==> src/rtl/fwd_select_ctrl_pkg.sv <==
// fwd_select_ctrl_pkg: shared operand-mux select encodings and default tag width
package fwd_select_ctrl_pkg;
   localparam int DEF_REG_ADDR_WIDTH = 5;
   localparam logic [1:0] SEL_REGFILE = 2'b00;
   localparam logic [1:0] SEL_EXMEM   = 2'b01;
   localparam logic [1:0] SEL_MEMWB   = 2'b10;
endpackage

==> src/rtl/fwd_select_ctrl_if.sv <==
// fwd_select_ctrl_if: decode-side request and forwarding-select response bundle
interface fwd_select_ctrl_if #(parameter int REG_ADDR_WIDTH = fwd_select_ctrl_pkg::DEF_REG_ADDR_WIDTH);
   logic stall;
   logic flush;
   logic issue_valid;
   logic issue_writes;
   logic issue_is_load;
   logic [REG_ADDR_WIDTH-1:0] issue_dest;
   logic [REG_ADDR_WIDTH-1:0] src_a;
   logic [REG_ADDR_WIDTH-1:0] src_b;
   logic [1:0] select_a;
   logic [1:0] select_b;
   logic load_use_stall;
   modport master(output stall, flush, issue_valid, issue_writes, issue_is_load, issue_dest, src_a, src_b,
                  input select_a, select_b, load_use_stall);
   modport slave(input stall, flush, issue_valid, issue_writes, issue_is_load, issue_dest, src_a, src_b,
                 output select_a, select_b, load_use_stall);
endinterface

==> src/rtl/fwd_select_ctrl_fwd_compare.sv <==
// fwd_compare: picks the newest in-flight producer of one source tag
module fwd_compare
   import fwd_select_ctrl_pkg::*;
#(
   parameter int W           = DEF_REG_ADDR_WIDTH,
   parameter bit ZERO_REG_EN = 1'b1
) (
   input  logic [W-1:0] src,
   input  logic         s1_valid,
   input  logic         s1_writes,
   input  logic         s1_is_load,
   input  logic [W-1:0] s1_dest,
   input  logic         s2_valid,
   input  logic         s2_writes,
   input  logic [W-1:0] s2_dest,
   output logic [1:0]   sel,
   output logic         load_match
);
   logic live, m1, m2;
   // EX producer beats MEM producer; tag 0 never forwards when hard-wired
   always_comb begin
      live = !(ZERO_REG_EN && src == '0);
      m1 = live && s1_valid && s1_writes && s1_dest == src;
      m2 = live && s2_valid && s2_writes && s2_dest == src;
      sel = m1 ? SEL_EXMEM : m2 ? SEL_MEMWB : SEL_REGFILE;
      load_match = m1 && s1_is_load;
   end
endmodule

==> src/rtl/fwd_select_ctrl.sv <==
// fwd_select_ctrl: tracks EX/MEM destinations, registers bypass selects, inserts load-use bubbles
module fwd_select_ctrl
   import fwd_select_ctrl_pkg::*;
#(
   parameter int REG_ADDR_WIDTH = DEF_REG_ADDR_WIDTH,
   parameter bit ZERO_REG_EN    = 1'b1
) (
   input logic clk,
   input logic rst,
   fwd_select_ctrl_if.slave bus
);
   logic s1_valid, s1_writes, s1_is_load, s2_valid, s2_writes;
   logic [REG_ADDR_WIDTH-1:0] s1_dest, s2_dest;
   logic [1:0] sel_a, sel_b;
   logic lm_a, lm_b;

   fwd_compare #(.W(REG_ADDR_WIDTH), .ZERO_REG_EN(ZERO_REG_EN)) cmp_a (
      .src(bus.src_a), .s1_valid(s1_valid), .s1_writes(s1_writes), .s1_is_load(s1_is_load),
      .s1_dest(s1_dest), .s2_valid(s2_valid), .s2_writes(s2_writes), .s2_dest(s2_dest),
      .sel(sel_a), .load_match(lm_a));

   fwd_compare #(.W(REG_ADDR_WIDTH), .ZERO_REG_EN(ZERO_REG_EN)) cmp_b (
      .src(bus.src_b), .s1_valid(s1_valid), .s1_writes(s1_writes), .s1_is_load(s1_is_load),
      .s1_dest(s1_dest), .s2_valid(s2_valid), .s2_writes(s2_writes), .s2_dest(s2_dest),
      .sel(sel_b), .load_match(lm_b));

   assign bus.load_use_stall = bus.issue_valid && (lm_a || lm_b);

   // advance EX/MEM tag records; flush > freeze > bubble > normal issue
   always_ff @(posedge clk or posedge rst) begin
      if (rst) begin
         s1_valid     <= 1'b0;
         s1_writes    <= 1'b0;
         s1_is_load   <= 1'b0;
         s1_dest      <= '0;
         s2_valid     <= 1'b0;
         s2_writes    <= 1'b0;
         s2_dest      <= '0;
         bus.select_a <= SEL_REGFILE;
         bus.select_b <= SEL_REGFILE;
      end else if (bus.flush) begin
         s1_valid     <= 1'b0;
         s2_valid     <= 1'b0;
         bus.select_a <= SEL_REGFILE;
         bus.select_b <= SEL_REGFILE;
      end else if (!bus.stall) begin
         s2_valid     <= s1_valid;
         s2_writes    <= s1_writes;
         s2_dest      <= s1_dest;
         s1_valid     <= bus.issue_valid && !bus.load_use_stall;
         s1_writes    <= bus.issue_writes;
         s1_is_load   <= bus.issue_is_load;
         s1_dest      <= bus.issue_dest;
         bus.select_a <= (bus.issue_valid && !bus.load_use_stall) ? sel_a : SEL_REGFILE;
         bus.select_b <= (bus.issue_valid && !bus.load_use_stall) ? sel_b : SEL_REGFILE;
      end
   end
endmodule

==> src/flat_wrapper.sv <==
// flat-port wrapper written by rule: the top's interface ports become plain ports
module fwd_select_ctrl_flat import fwd_select_ctrl_pkg::*;
#(
   parameter int REG_ADDR_WIDTH = DEF_REG_ADDR_WIDTH,
   parameter bit ZERO_REG_EN    = 1'b1
)
  (clk, rst, bus_stall, bus_flush, bus_issue_valid, bus_issue_writes, bus_issue_is_load, bus_issue_dest, bus_src_a, bus_src_b, bus_select_a, bus_select_b, bus_load_use_stall);
  fwd_select_ctrl_if #(.REG_ADDR_WIDTH(REG_ADDR_WIDTH)) bus_i ();
  input logic clk;
  input logic rst;
  input wire logic [$bits(bus_i.stall)-1:0] bus_stall;
  input wire logic [$bits(bus_i.flush)-1:0] bus_flush;
  input wire logic [$bits(bus_i.issue_valid)-1:0] bus_issue_valid;
  input wire logic [$bits(bus_i.issue_writes)-1:0] bus_issue_writes;
  input wire logic [$bits(bus_i.issue_is_load)-1:0] bus_issue_is_load;
  input wire logic [$bits(bus_i.issue_dest)-1:0] bus_issue_dest;
  input wire logic [$bits(bus_i.src_a)-1:0] bus_src_a;
  input wire logic [$bits(bus_i.src_b)-1:0] bus_src_b;
  output wire logic [$bits(bus_i.select_a)-1:0] bus_select_a;
  output wire logic [$bits(bus_i.select_b)-1:0] bus_select_b;
  output wire logic [$bits(bus_i.load_use_stall)-1:0] bus_load_use_stall;
  assign bus_i.stall = bus_stall;
  assign bus_i.flush = bus_flush;
  assign bus_i.issue_valid = bus_issue_valid;
  assign bus_i.issue_writes = bus_issue_writes;
  assign bus_i.issue_is_load = bus_issue_is_load;
  assign bus_i.issue_dest = bus_issue_dest;
  assign bus_i.src_a = bus_src_a;
  assign bus_i.src_b = bus_src_b;
  assign bus_select_a = bus_i.select_a;
  assign bus_select_b = bus_i.select_b;
  assign bus_load_use_stall = bus_i.load_use_stall;
  fwd_select_ctrl #(.REG_ADDR_WIDTH(REG_ADDR_WIDTH), .ZERO_REG_EN(ZERO_REG_EN)) u_core (.clk(clk), .rst(rst), .bus(bus_i));
endmodule
==> config.mk <==
export PLATFORM = sky130hd
export DESIGN_NAME = fwd_select_ctrl_flat
export DESIGN_NICKNAME = d
export VERILOG_FILES = /design/src/rtl/fwd_select_ctrl_pkg.sv /design/src/rtl/fwd_select_ctrl_if.sv /design/src/rtl/fwd_select_ctrl_fwd_compare.sv /design/src/rtl/fwd_select_ctrl.sv /design/src/flat_wrapper.sv
export SDC_FILE = /design/constraint.sdc
export NUM_CORES = 1
export LEC_CHECK = 0
export BUFFER_PORTS_ARGS = -buffer_cell sky130_fd_sc_hd__clkbuf_2
export CELL_PAD_IN_SITES_DETAIL_PLACEMENT = 1
export CELL_PAD_IN_SITES_GLOBAL_PLACEMENT = 1
export CORE_ASPECT_RATIO = 1.25
export CORE_MARGIN = 1.5
export CORE_UTILIZATION = 25
export DETAILED_ROUTE_END_ITERATION = 6
export PLACE_DENSITY = 0.5
export SLEW_MARGIN = 25
export SYNTH_ARGS = -nofsm -noshare
export SYNTH_HDL_FRONTEND = slang
export SYNTH_SLANG_ARGS = --single-unit
==> constraint.sdc <==
create_clock -name clk -period 2 [get_ports clk]
set_input_delay 0.4 -clock clk [delete_from_list [all_inputs] [get_ports clk]]
set_output_delay 0.4 -clock clk [all_outputs]
set_load 0.01 [all_outputs]
; ---- Word-level counts from Yosys, hierarchy flattened
; Index checks and enable logic that the tools add are counted.
[op_classes]
n_reduce_logical = 23
bitwise_logic = 2
n_eq_ne = 5
muxes = 14
[ops]
columns = cell, count
row1 = $eq A5 B5 Y1, 4
row2 = $mux W2, 10
row3 = $logic_and A1 B1 Y1, 16
row4 = $logic_not A5 Y1, 2
row5 = $mux W1, 4
row6 = $logic_not A1 Y1, 3
row7 = $ne A2 B1 Y1 const B, 1
row8 = $not A1 Y1, 2
row9 = $reduce_and A2 Y1, 1
row10 = $logic_or A1 B1 Y1, 1
[word_totals]
out_inout_bits = 5
in_bits = 22
word_cells = 53
reg_bits = 19

; ---- Longest topological paths before layout
; Gate-level depths: netlist (run 1).
[logic_depth]
word_depth = 13
mapped_depth = 5
depth_no_buf = 5

; ---- Cells and area by module
; A second synthesis (run 1) with hierarchy kept.
[hier_totals]
cells_unflattened = 85
area_unflattened_um2 = 1119.8
[by_module_without_submodules]
columns = mod, n_inst, cells_per_inst, area_each_um2
row1 = fwd_select_ctrl, 1, 45, 784.5
row2 = fwd_compare, 2, 20, 167.7

; ---- Least setup slack after synthesis (run 1)
; OpenSTA, ideal clock, no wires.
[synth_path]
path_kind = input to output
start = in bus_src_b[3]
end = out bus_load_use_stall
arrival_time_ps = 1396
path_stages = 5
slack_ps = 204
required_ps = 1600
cell_sequence = or4_4 > o211ai_2 > nor3_2 > o21ai_2 > nor2_1
[synth_between]
elab_chain_cells = 8
[synth_lines]
columns = element, line
row1 = "start, declared", flat_wrapper.sv:18  ; input wire logic [$bits(bus_i.src_b)-1:0] bus_src_b;
row2 = $logic_not A5 Y1, fwd_select_ctrl_fwd_compare.sv:22  ; live = !(ZERO_REG_EN && src == '0);
row3 = $logic_not A1 Y1, fwd_select_ctrl_fwd_compare.sv:22
row4 = $logic_and A1 B1 Y1 (2 in a row), fwd_select_ctrl_fwd_compare.sv:23  ; m1 = live && s1_valid && s1_writes && s1_dest == src;
row5 = $logic_and A1 B1 Y1 (*), fwd_select_ctrl_fwd_compare.sv:23
row6 = $logic_and A1 B1 Y1 (*), fwd_select_ctrl_fwd_compare.sv:26  ; load_match = m1 && s1_is_load;
row7 = $logic_or A1 B1 Y1 (*), fwd_select_ctrl.sv:27  ; assign bus.load_use_stall = bus.issue_valid && (lm_a || lm_b);
row8 = $logic_and A1 B1 Y1 (*), fwd_select_ctrl.sv:27
row9 = "end, declared", flat_wrapper.sv:21  ; output wire logic [$bits(bus_i.load_use_stall)-1:0] bus_load_use_stall;
; Mark *: on every way between the ends. The rest lies on a longest branch, timed or not.

; ---- Worst setup path in the final report (run 1)
; Ends and elaborated chain as after synthesis.

==> results.toml, run 1 <==
[status]
status = "finished, violations left"
violations = "negative setup slack"

[place]
port_buffers = 26
place_area_um2 = 1308
dp_hpwl_um = 2080
place_congestion = 0.7722
post-place-cells = 181

[clock_tree]
clkLatencyLatePin_ns = 0.26
worst_setup_hold_path_clk_slew_ns = 0.07
clock-sinks = 19
clock_path_buffers = 2
cts_tree = "built"
numCtsBuffers = 3
cts_root_buffer = "clkbuf_8"
htreeDepth = 1

[grt]
grt_max_degree = 20
grt_pass1_wl_um = 4084
grt_pass1_vias = 871
antenna_found_initial = 0
grtUsageTotal_pct = 12.26
grt-ovfl-total = 0

[cells_and_area]
final_cell_area_um2 = 1420
layout.nets = 153
stdcell_count = 186
finish.utilization_pct = 35.20
area_growth_pct = 36.58
drive_above_1_share_pct = 52.31
n_antenna_cell = 0

[floorplanning]
row_count = 26
die_x_um = 60.68
die_area_um2 = 4557
io_pins = 27
start_util_pct = 25.78
chipHeight_um = 75.10
coreArea_um2 = 4034

[routing]
totalWireLength_um = 2506
vias_per_cell = 4.559
drc_errors = 0
dr_total_vias = 848
wl_per_cell_um = 13.47
ant_nets = 0
drt_iter0_drc = 7
dr.pass1.iters = 2

[job]
maxCapViolations = 0

[sta]
grt_setup_unrepaired = "yes"
maxSlewHeadroom_pct = 50.16
clock_skew_ns = 0.001700
setup_viol_count_final = 1
setup_tns_ns = -0.03760
worst_pin_slew_ns = 0.7468
hold_violations = 0
period_share_pct = 101.9
period_needed_ns = 2.038
slew_viol_final = 0
setup_slack_ns = -0.03760
max_freq_mhz = 490.8

[synth]
synth.most_common_cell = "dfrtp_1"
syn-instance-count = 90
synth_top_cell_by_area = "dfrtp_1"
netlist.area_leader.share_pct = 45.73
ys_ff_latch = 19
netlist_area_um2 = 1040
synth_common_cells = "dfrtp_1 (19), xnor2_1 (16), mux2_2 (9)"
synth_nets = 112
async_reset_ff_share_pct = 100.0
synth_top_flop_cell = "dfrtp_1"
synth_cell_types = 25
synth-edff-count = 0
ys_seq_area_share_pct = 45.73
synth_area_leaders = "dfrtp_1 (46%), xnor2_1 (13%), mux2_2 (9.7%), mux2_1 (4.3%), xor2_1 (3.4%)"
syn_avg_cell_area_um2 = 11.55
yosysWarnings = 0

[power]
power_w = 0.001029
ir_worst_vdd_mv = 0.2335
powerDensity_nw_per_um2 = 724.3
total_leakage_power_nw = 0.6192

[setup_path]
critPathMaxFanout = 2
path_class = "in2out"
path_cells = "clkbuf_2 > or4_4 > o211ai_2 > nor3_2 > o21ai_2 > nor2_1 > buf_2"
reg2reg_depth = 5
cp-end-kind = "output port"
crit_slowest_cell = "or4_4"
cp_data_arrival_time_ns = 1.64
worstSetupStartpointType = "input port"
cp_num_buf_inv = 2
crit_cells = 7
cp_top_family = "simple AND/OR/NAND/NOR gates"
slowest_delay_ns = 0.54
critical_path_required_ns = 1.60

[hold_path]
hp-class = "in2async"
==> layout by cell type (no fill, tap or decap) <==
| cell | count |
|---|---|
| a22oi_1 | 2 |
| a32o_2 | 1 |
| and2b_1 | 1 |
| buf_2 | 1 |
| buf_4 | 11 |
| clkbuf_2 | 25 |
| clkbuf_8 | 3 |
| clkinv_2 | 1 |
| dfrtp_1 | 15 |
| dfrtp_2 | 4 |
| inv_1 | 2 |
| mux2_1 | 4 |
| mux2_2 | 9 |
| mux2i_1 | 1 |
| nand2_1 | 4 |
| nand3_1 | 2 |
| nand3_2 | 1 |
| nand4_1 | 3 |
| nor2_1 | 5 |
| nor2_2 | 2 |
| nor3_1 | 2 |
| nor3_2 | 1 |
| nor4_1 | 3 |
| nor4_4 | 1 |
| o211ai_2 | 1 |
| o21ai_2 | 1 |
| o31ai_1 | 2 |
| or4_1 | 1 |
| or4_4 | 1 |
| xnor2_1 | 11 |
| xnor2_2 | 5 |
| xor2_1 | 4 |
==> through the flow <==
stage / setup slack [ns] / hold slack (ns)
after CTS: -0.05146 / 0.2856
after global routing: -0.1269 / 0.3135
after global placement: -0.05412 / 0.4680
after floorplan: 0.2043 / 0.3511
after detailed placement: -0.05098 / 0.4837
final: -0.03760 / 0.2437
==> power breakdown <==
| group | switching [W] | internal (W) | leakage, nW | total [W] |
|---|---|---|---|---|
| Sequential | 0.0000629 | 0.000439 | 0.232 | 0.000502 |
| Combinational | 0.000103 | 0.000150 | 0.362 | 0.000253 |
| Clock | 0.000136 | 0.000139 | 0.0255 | 0.000275 |
| Total | 0.000302 | 0.000727 | 0.619 | 0.00103 |
==> final timing paths <==
kind                                         from                endpoint  slack [ns]
setup / recovery                     bus_src_b[3]      bus_load_use_stall       -0.04
hold / removal                                rst        u_core.s1_writes        0.24
setup reg to reg                u_core.s1_dest[0]         u_core.s1_valid        0.51
hold reg to reg            u_core.bus.select_a[1]  u_core.bus.select_a[1]        0.50
max in group asynchronous                     rst       u_core.s1_dest[2]        1.24
min in group clk                bus_issue_dest[2]       u_core.s1_dest[2]        0.36
==> area by class of cell <==
type / instances / area [µm²]
Multi-Input combinational cell: 68 / 603.1
Fill cell: 490 / 2614
Inverter: 2 / 7.507
Clock inverter: 1 / 5.005
Tap cell: 56 / 70.07
Timing Repair Buffer: 37 / 212.7
Sequential cell: 19 / 480.5
Clock buffer: 3 / 41.29
==> layer usage <==
layer | share of wire, % | GRT usage, % | vias up
met4 | 1.3 | 4.348 | 0
met1 | 42 | 15.24 | 414
met3 | 2.8 | 2.062 | 5
met5 | 0 | 0 | -
li1 | - | - | 412
met2 | 53 | 21.15 | 17
==> flip-flops by register name, summed over array words and instances, names as in the netlist <==
signal,cells
u_core.bus.select_a,2
u_core.bus.select_b,2
u_core.s1_dest,5
u_core.s1_is_load,1
u_core.s1_valid,1
u_core.s1_writes,1
u_core.s2_dest,5
u_core.s2_valid,1
u_core.s2_writes,1
==> kinds of logic (layout without fill, tap and decap cells) <==
kind of cell,count (synthesis),in the layout,synth area share (%)
buf+inv,3,43,1.445
mux,14,14,15.04
compound gates,7,7,6.016
xor+xnor,20,20,16.85
flops,19,19,45.73
simple gates,27,27,14.92
==> repair_timing <==
item                                    CTS  global route
hold endpoints to repair                  0             0
endpoints found under the setup margin    1             1
buffers inserted                          0             1
gates resized for setup                   2            11
pin swaps                                 0             5
hold buffers                              0             0
Note: power is estimated with default switching activity, not from simulation.
==> run 2, diff against run 1 <==
- CELL_PAD_IN_SITES_DETAIL_PLACEMENT: 1 -> 0
- CELL_PAD_IN_SITES_GLOBAL_PLACEMENT: 1 -> 2
- MAX_ROUTING_LAYER: default -> met4
- PLACE_DENSITY: 0.5 -> 0.59
- SKIP_LAST_GASP: default -> 1
==> results.toml, run 2 (synthesis gave the netlist of run 1 again) <==
[status]
status = "finished, violations left"
violations = "negative setup slack"

[clock_tree]
cts_root_buffer = "clkbuf_8"
clock_path_buffers = 2
numCtsBuffers = 3
clock-sinks = 19
htreeDepth = 1
worst_setup_hold_path_clk_slew_ns = 0.08
clkLatencyLatePin_ns = 0.27
cts_tree = "built"
cts-hold-fix-buffers = 0

[sta]
setup_slack_ns = -0.04568
worst_pin_slew_ns = 0.7456
hold_violations = 0
period_needed_ns = 2.046
period_share_pct = 102.3
max_freq_mhz = 488.8
slew_viol_final = 0
grt_setup_unrepaired = "yes"
setup_viol_count_final = 1
clock_skew_ns = 0.003354
maxSlewHeadroom_pct = 50.24

[routing]
wl_per_cell_um = 12.75
dr.pass1.iters = 4
drc_errors = 0
drt_iter0_drc = 10
totalWireLength_um = 2385
vias_per_cell = 4.406
ant_nets = 0
dr_total_vias = 824

[cells_and_area]
drive_above_1_share_pct = 52.67
reg_top3 = "u_core.s1_dest x5, u_core.s2_dest x5"
area_growth_pct = 40.07
n_antenna_cell = 0
stdcell_count = 187
layout.nets = 154
final_cell_mix = "clkbuf_2 (25), dfrtp_1 (15), buf_4 (12), xnor2_1 (11), mux2_2 (9)"
layout_commonest_cell = "clkbuf_2"
finish.utilization_pct = 36.10

[setup_path]
critical_path_required_ns = 1.60
path_class = "in2out"
cp_data_arrival_time_ns = 1.65
worstSetupStartpointType = "input port"
critPathMaxFanout = 2
crit_slowest_cell = "or4_4"
slowest_delay_ns = 0.55
path_cells = "clkbuf_2 > or4_4 > o211ai_4 > nor3_4 > o21ai_2 > nor2_1 > buf_2"
cp-end-kind = "output port"

[place]
dp_hpwl_um = 1903
port_buffers = 26
post-place-cells = 181
place_congestion = 0.7944

[power]
pwr-share-seq_pct = 47.6
powerDensity_nw_per_um2 = 722.7
swShare_pct = 30.20
p_int_w = 0.0007346
ir_worst_vdd_mv = 0.2734
total_leakage_power_nw = 0.6406
power_frac_clock_pct = 26.7
pwr-share-comb_pct = 25.6
switching_power_w = 0.0003179

[grt]
grt_pass1_vias = 853
antenna_found_initial = 0
grt_pass1_wl_um = 4002
grt-ovfl-total = 0
grt_max_degree = 20
grtUsageTotal_pct = 12.53

[hold_path]
hp-class = "in2async"

[job]
maxCapViolations = 0

[floorplanning]
die_area_um2 = 4557
io_pins = 27
coreArea_um2 = 4034
start_util_pct = 25.78
chipHeight_um = 75.10
die_x_um = 60.68
row_count = 26
[run 2: changes by cell type in the layout (fill, tap and decap cells not counted), sizes merged]
cell / change
buf: +1
[run 2: repair_timing]
| item | in CTS | in global routing |
|---|---|---|
| setup buffers | 0 | 2 |
| pin swaps | 4 | 6 |
| resized for setup | 5 | 11 |
| setup endpoints to repair | 1 | 1 |
| hold endpoints to repair | 0 | 0 |
[run 2: layer usage]
metal	track usage (%)	routed length (µm)	vias up	share of wire, %
li1	-	-	406	-
met1	14.71	1025	397	43
met2	20.19	1221	16	51
met3	2.234	83	5	3.5
met4	6.522	54	0	2.3
met5	-	0	-	0
[run 2: path summary, 6_finish.rpt]
path | startpoint | endpoint | slack, ns | cells past startpoint
setup reg to reg | u_core.s1_dest[1] | u_core.s1_valid | 0.51 | 5
min in group clk | bus_issue_dest[2] | u_core.s1_dest[2] | 0.35 | 2
hold reg to reg | u_core.bus.select_a[1] | u_core.bus.select_a[1] | 0.49 | 2
max in group asynchronous | rst | u_core.s1_dest[2] | 1.25 | 2
setup / recovery | bus_src_b[1] | bus_load_use_stall | -0.05 | 7
hold / removal | rst | u_core.s1_writes | 0.23 | 2
[run 2: worst max-delay path, delay by kind of cell]
| family | cells | cell delay, ns |
|---|---|---|
| buffers and inverters | 2 | 0.22 |
| AND/OR/NAND/NOR | 3 | 0.66 |
| AO/OA/AOI/OAI | 2 | 0.36 |
[run 2: cell type report]
class                      count  area (µm²)
multi-input combinational     68       631.9
sequential                    19       480.5
fill                         439        2577
inverter                       2       7.507
clock inverter                 1       5.005
timing repair buffer          38       220.2
tap                           56       70.07
clock buffer                   3       41.29
[run 2: per-stage QoR]
step	TNS (ns)	hold slack, ns	total power [W]	instance area, µm²	setup WS (ns)
after global placement	-0.05642	0.4684	0.0007263	1308	-0.05642
after floorplan	0	0.3511	0.0006458	1040	0.2043
final	-0.04568	0.2294	0.001053	1456	-0.04568
after CTS	-0.04738	0.2763	0.001032	1388	-0.04738
after detailed placement	-0.05203	0.4715	0.0007286	1308	-0.05203
after global routing	-0.1301	0.3039	0.001114	1456	-0.1301
[run 2: power groups by stage]
stage,Clock (W),Sequential (W),Combinational (W)
5_1_grt,0.000307,0.000511,0.000297
3_5_place_dp,0,0.000507,0.000222
3_3_place_gp,0,0.000506,0.000220
4_1_cts,0.000292,0.000502,0.000238
6_report,0.000281,0.000501,0.000270
2_1_floorplan,0,0.000489,0.000157
==> run 3, diff against run 2 <==
--- a/config.mk
+++ b/config.mk
@@ -13,2 +13,3 @@
 export CORE_UTILIZATION = 25
+export CTS_BUF_LIST = sky130_fd_sc_hd__clkbuf_2 sky130_fd_sc_hd__clkbuf_4 sky130_fd_sc_hd__clkbuf_8
 export DETAILED_ROUTE_END_ITERATION = 6
--- a/constraint.sdc
+++ b/constraint.sdc
@@ -3,2 +3,2 @@
 set_output_delay 0.4 -clock clk [all_outputs]
-set_load 0.01 [all_outputs]
+set_load 0.02 [all_outputs]
==> results.toml, run 3 (synthesis gave the netlist of run 1 again) <==
[power]
switching_power_w = 0.0003348
power_frac_clock_pct = 25.3
total_leakage_power_nw = 0.7048
powerDensity_nw_per_um2 = 709.9
ir_worst_vdd_mv = 0.2438
pwr-share-comb_pct = 29.8
p_int_w = 0.0007710
pwr-share-seq_pct = 44.9
power_w = 0.001106
swShare_pct = 30.28

[floorplanning]
start_util_pct = 25.78
row_count = 26
io_pins = 27
die_area_um2 = 4557
chipHeight_um = 75.10
die_x_um = 60.68
coreArea_um2 = 4034

[setup_path]
rrSetupSlack_ns = 0.04
cp-end-kind = "output port"
r2r_end = "u_core.bus.select_a[1]"
cp-endpoint = "bus_load_use_stall"
cp-startpoint = "bus_src_b[1]"
reg2reg_from = "u_core.s1_dest[1]"
critPathMaxFanout = 2
worstSetupStartpointType = "input port"
cp_data_arrival_time_ns = 1.69
reg2reg_depth = 11
path_class = "in2out"
critical_path_required_ns = 1.60

[grt]
grt_pass1_wl_um = 4098
grtUsageTotal_pct = 12.71
grt_max_degree = 20
grt-ovfl-total = 0
antenna_found_initial = 0
grt_pass1_vias = 898

[place]
port_buffers = 26
dp_hpwl_um = 1912
place_congestion = 0.7477

[clock_tree]
cts-hold-fix-buffers = 0
clkLatencyLatePin_ns = 0.27
clock_path_buffers = 2
worst_setup_hold_path_clk_slew_ns = 0.08
cts_root_buffer = "clkbuf_8"
numCtsBuffers = 3
clock-sinks = 19
htreeDepth = 1
cts_tree = "built"

[sta]
period_share_pct = 104.4
slew_viol_final = 0
hold_violations = 0
worst_pin_slew_ns = 0.7592
setup_slack_ns = -0.08759
max_freq_mhz = 479.0
period_needed_ns = 2.088
setup_viol_count_final = 1
maxSlewHeadroom_pct = 49.33
clock_skew_ns = 0.006594
grt_setup_unrepaired = "yes"

[hold_path]
hp-class = "in2async"

[routing]
totalWireLength_um = 2641
vias_per_cell = 4.350
ant_nets = 0
wl_per_cell_um = 13.21
dr_total_vias = 870
drt_iter0_drc = 25
drc_errors = 0
dr.pass1.iters = 3

[cells_and_area]
final_cell_mix = "buf_4 (26), clkbuf_2 (25), dfrtp_1 (17), xnor2_1 (13), mux2_2 (9)"
layout.nets = 167
finish.utilization_pct = 38.62
area_growth_pct = 49.82
reg_top3 = "u_core.s1_dest x5, u_core.s2_dest x5"
drive_above_1_share_pct = 56.25
n_fill_cell = 434
layout_commonest_cell = "buf_4"
n_antenna_cell = 0

[job]
maxCapViolations = 0

[status]
violations = "negative setup slack"
status = "finished, violations left"
[run 3: cell types whose count changed in the layout (fill, tap and decap cells not counted), sizes merged]
cell,previous run,this run
buf,13,26
[run 3: routing by layer]
metal / track usage (%) / vias to the layer above / wire (µm)
li1: - / 433 / -
met1: 14.92 / 416 / 1167
met2: 21.39 / 16 / 1348
met3: 2.062 / 5 / 84
met4: 5.072 / 0 / 40
met5: - / - / 0
[run 3: power by group through the flow]
stage	combinational [W]	sequential [W]	clock [W]
after floorplan	0.000157	0.000489	0
after global placement	0.000223	0.000506	0
after detailed placement	0.000225	0.000506	0
after CTS	0.000302	0.000496	0.000287
after global routing	0.000360	0.000503	0.000301
final	0.000330	0.000496	0.000280
[run 3: worst min-delay path by stage]
stage | from | endpoint | slack, ns | cells after the start
CTS | rst | u_core.s1_writes | 0.28 | 2
finish | rst | u_core.s1_writes | 0.24 | 2
floorplan | rst | u_core.bus.select_a[0] | 0.35 | 1
detailed placement | u_core.bus.select_b[1] | u_core.bus.select_b[1] | 0.48 | 2
global placement | u_core.bus.select_a[1] | u_core.bus.select_a[1] | 0.47 | 2
global route | rst | u_core.s1_writes | 0.31 | 2
[run 3: what timing repair did]
action	in CTS	in global routing
setup buffers	13	1
cloned	0	0
gates resized for setup	8	9
pin swaps	9	5
endpoints found under the hold margin	0	0
setup endpoints to repair	1	2
[run 3: final cells by class]
class	count	area [µm²]	share of cell area (%)
clock inverters	1	5.005	0.3213
flip-flops and latches	19	478.0	30.68
clock buffers	3	41.29	2.651
well taps	56	70.07	4.498
multi-input cells	68	635.6	40.80
inverters	2	7.507	0.4819
repair buffers	51	320.3	20.56
[run 3: worst max-delay path: stages]
cell,delay (ns)
clkbuf_2,0.09
or4_4,0.55
o211ai_4,0.22
nor3_4,0.07
o21ai_2,0.15
nor2_1,0.05
buf_4,0.15
[run 3: stage by stage]
step	TNS (ns)	cell area (µm²)	setup WS, ns	cells	hold WS, ns
6_report	-0.08759	1558	-0.08759	200	0.2356
5_1_grt	-0.2147	1558	-0.1794	200	0.3099
4_1_cts	-0.07889	1503	-0.07889	199	0.2815
3_5_place_dp	-0.08700	1315	-0.08700	182	0.4758
3_3_place_gp	-0.08383	1315	-0.08383	182	0.4678
2_1_floorplan	0	1040	0.1703	90	0.3511
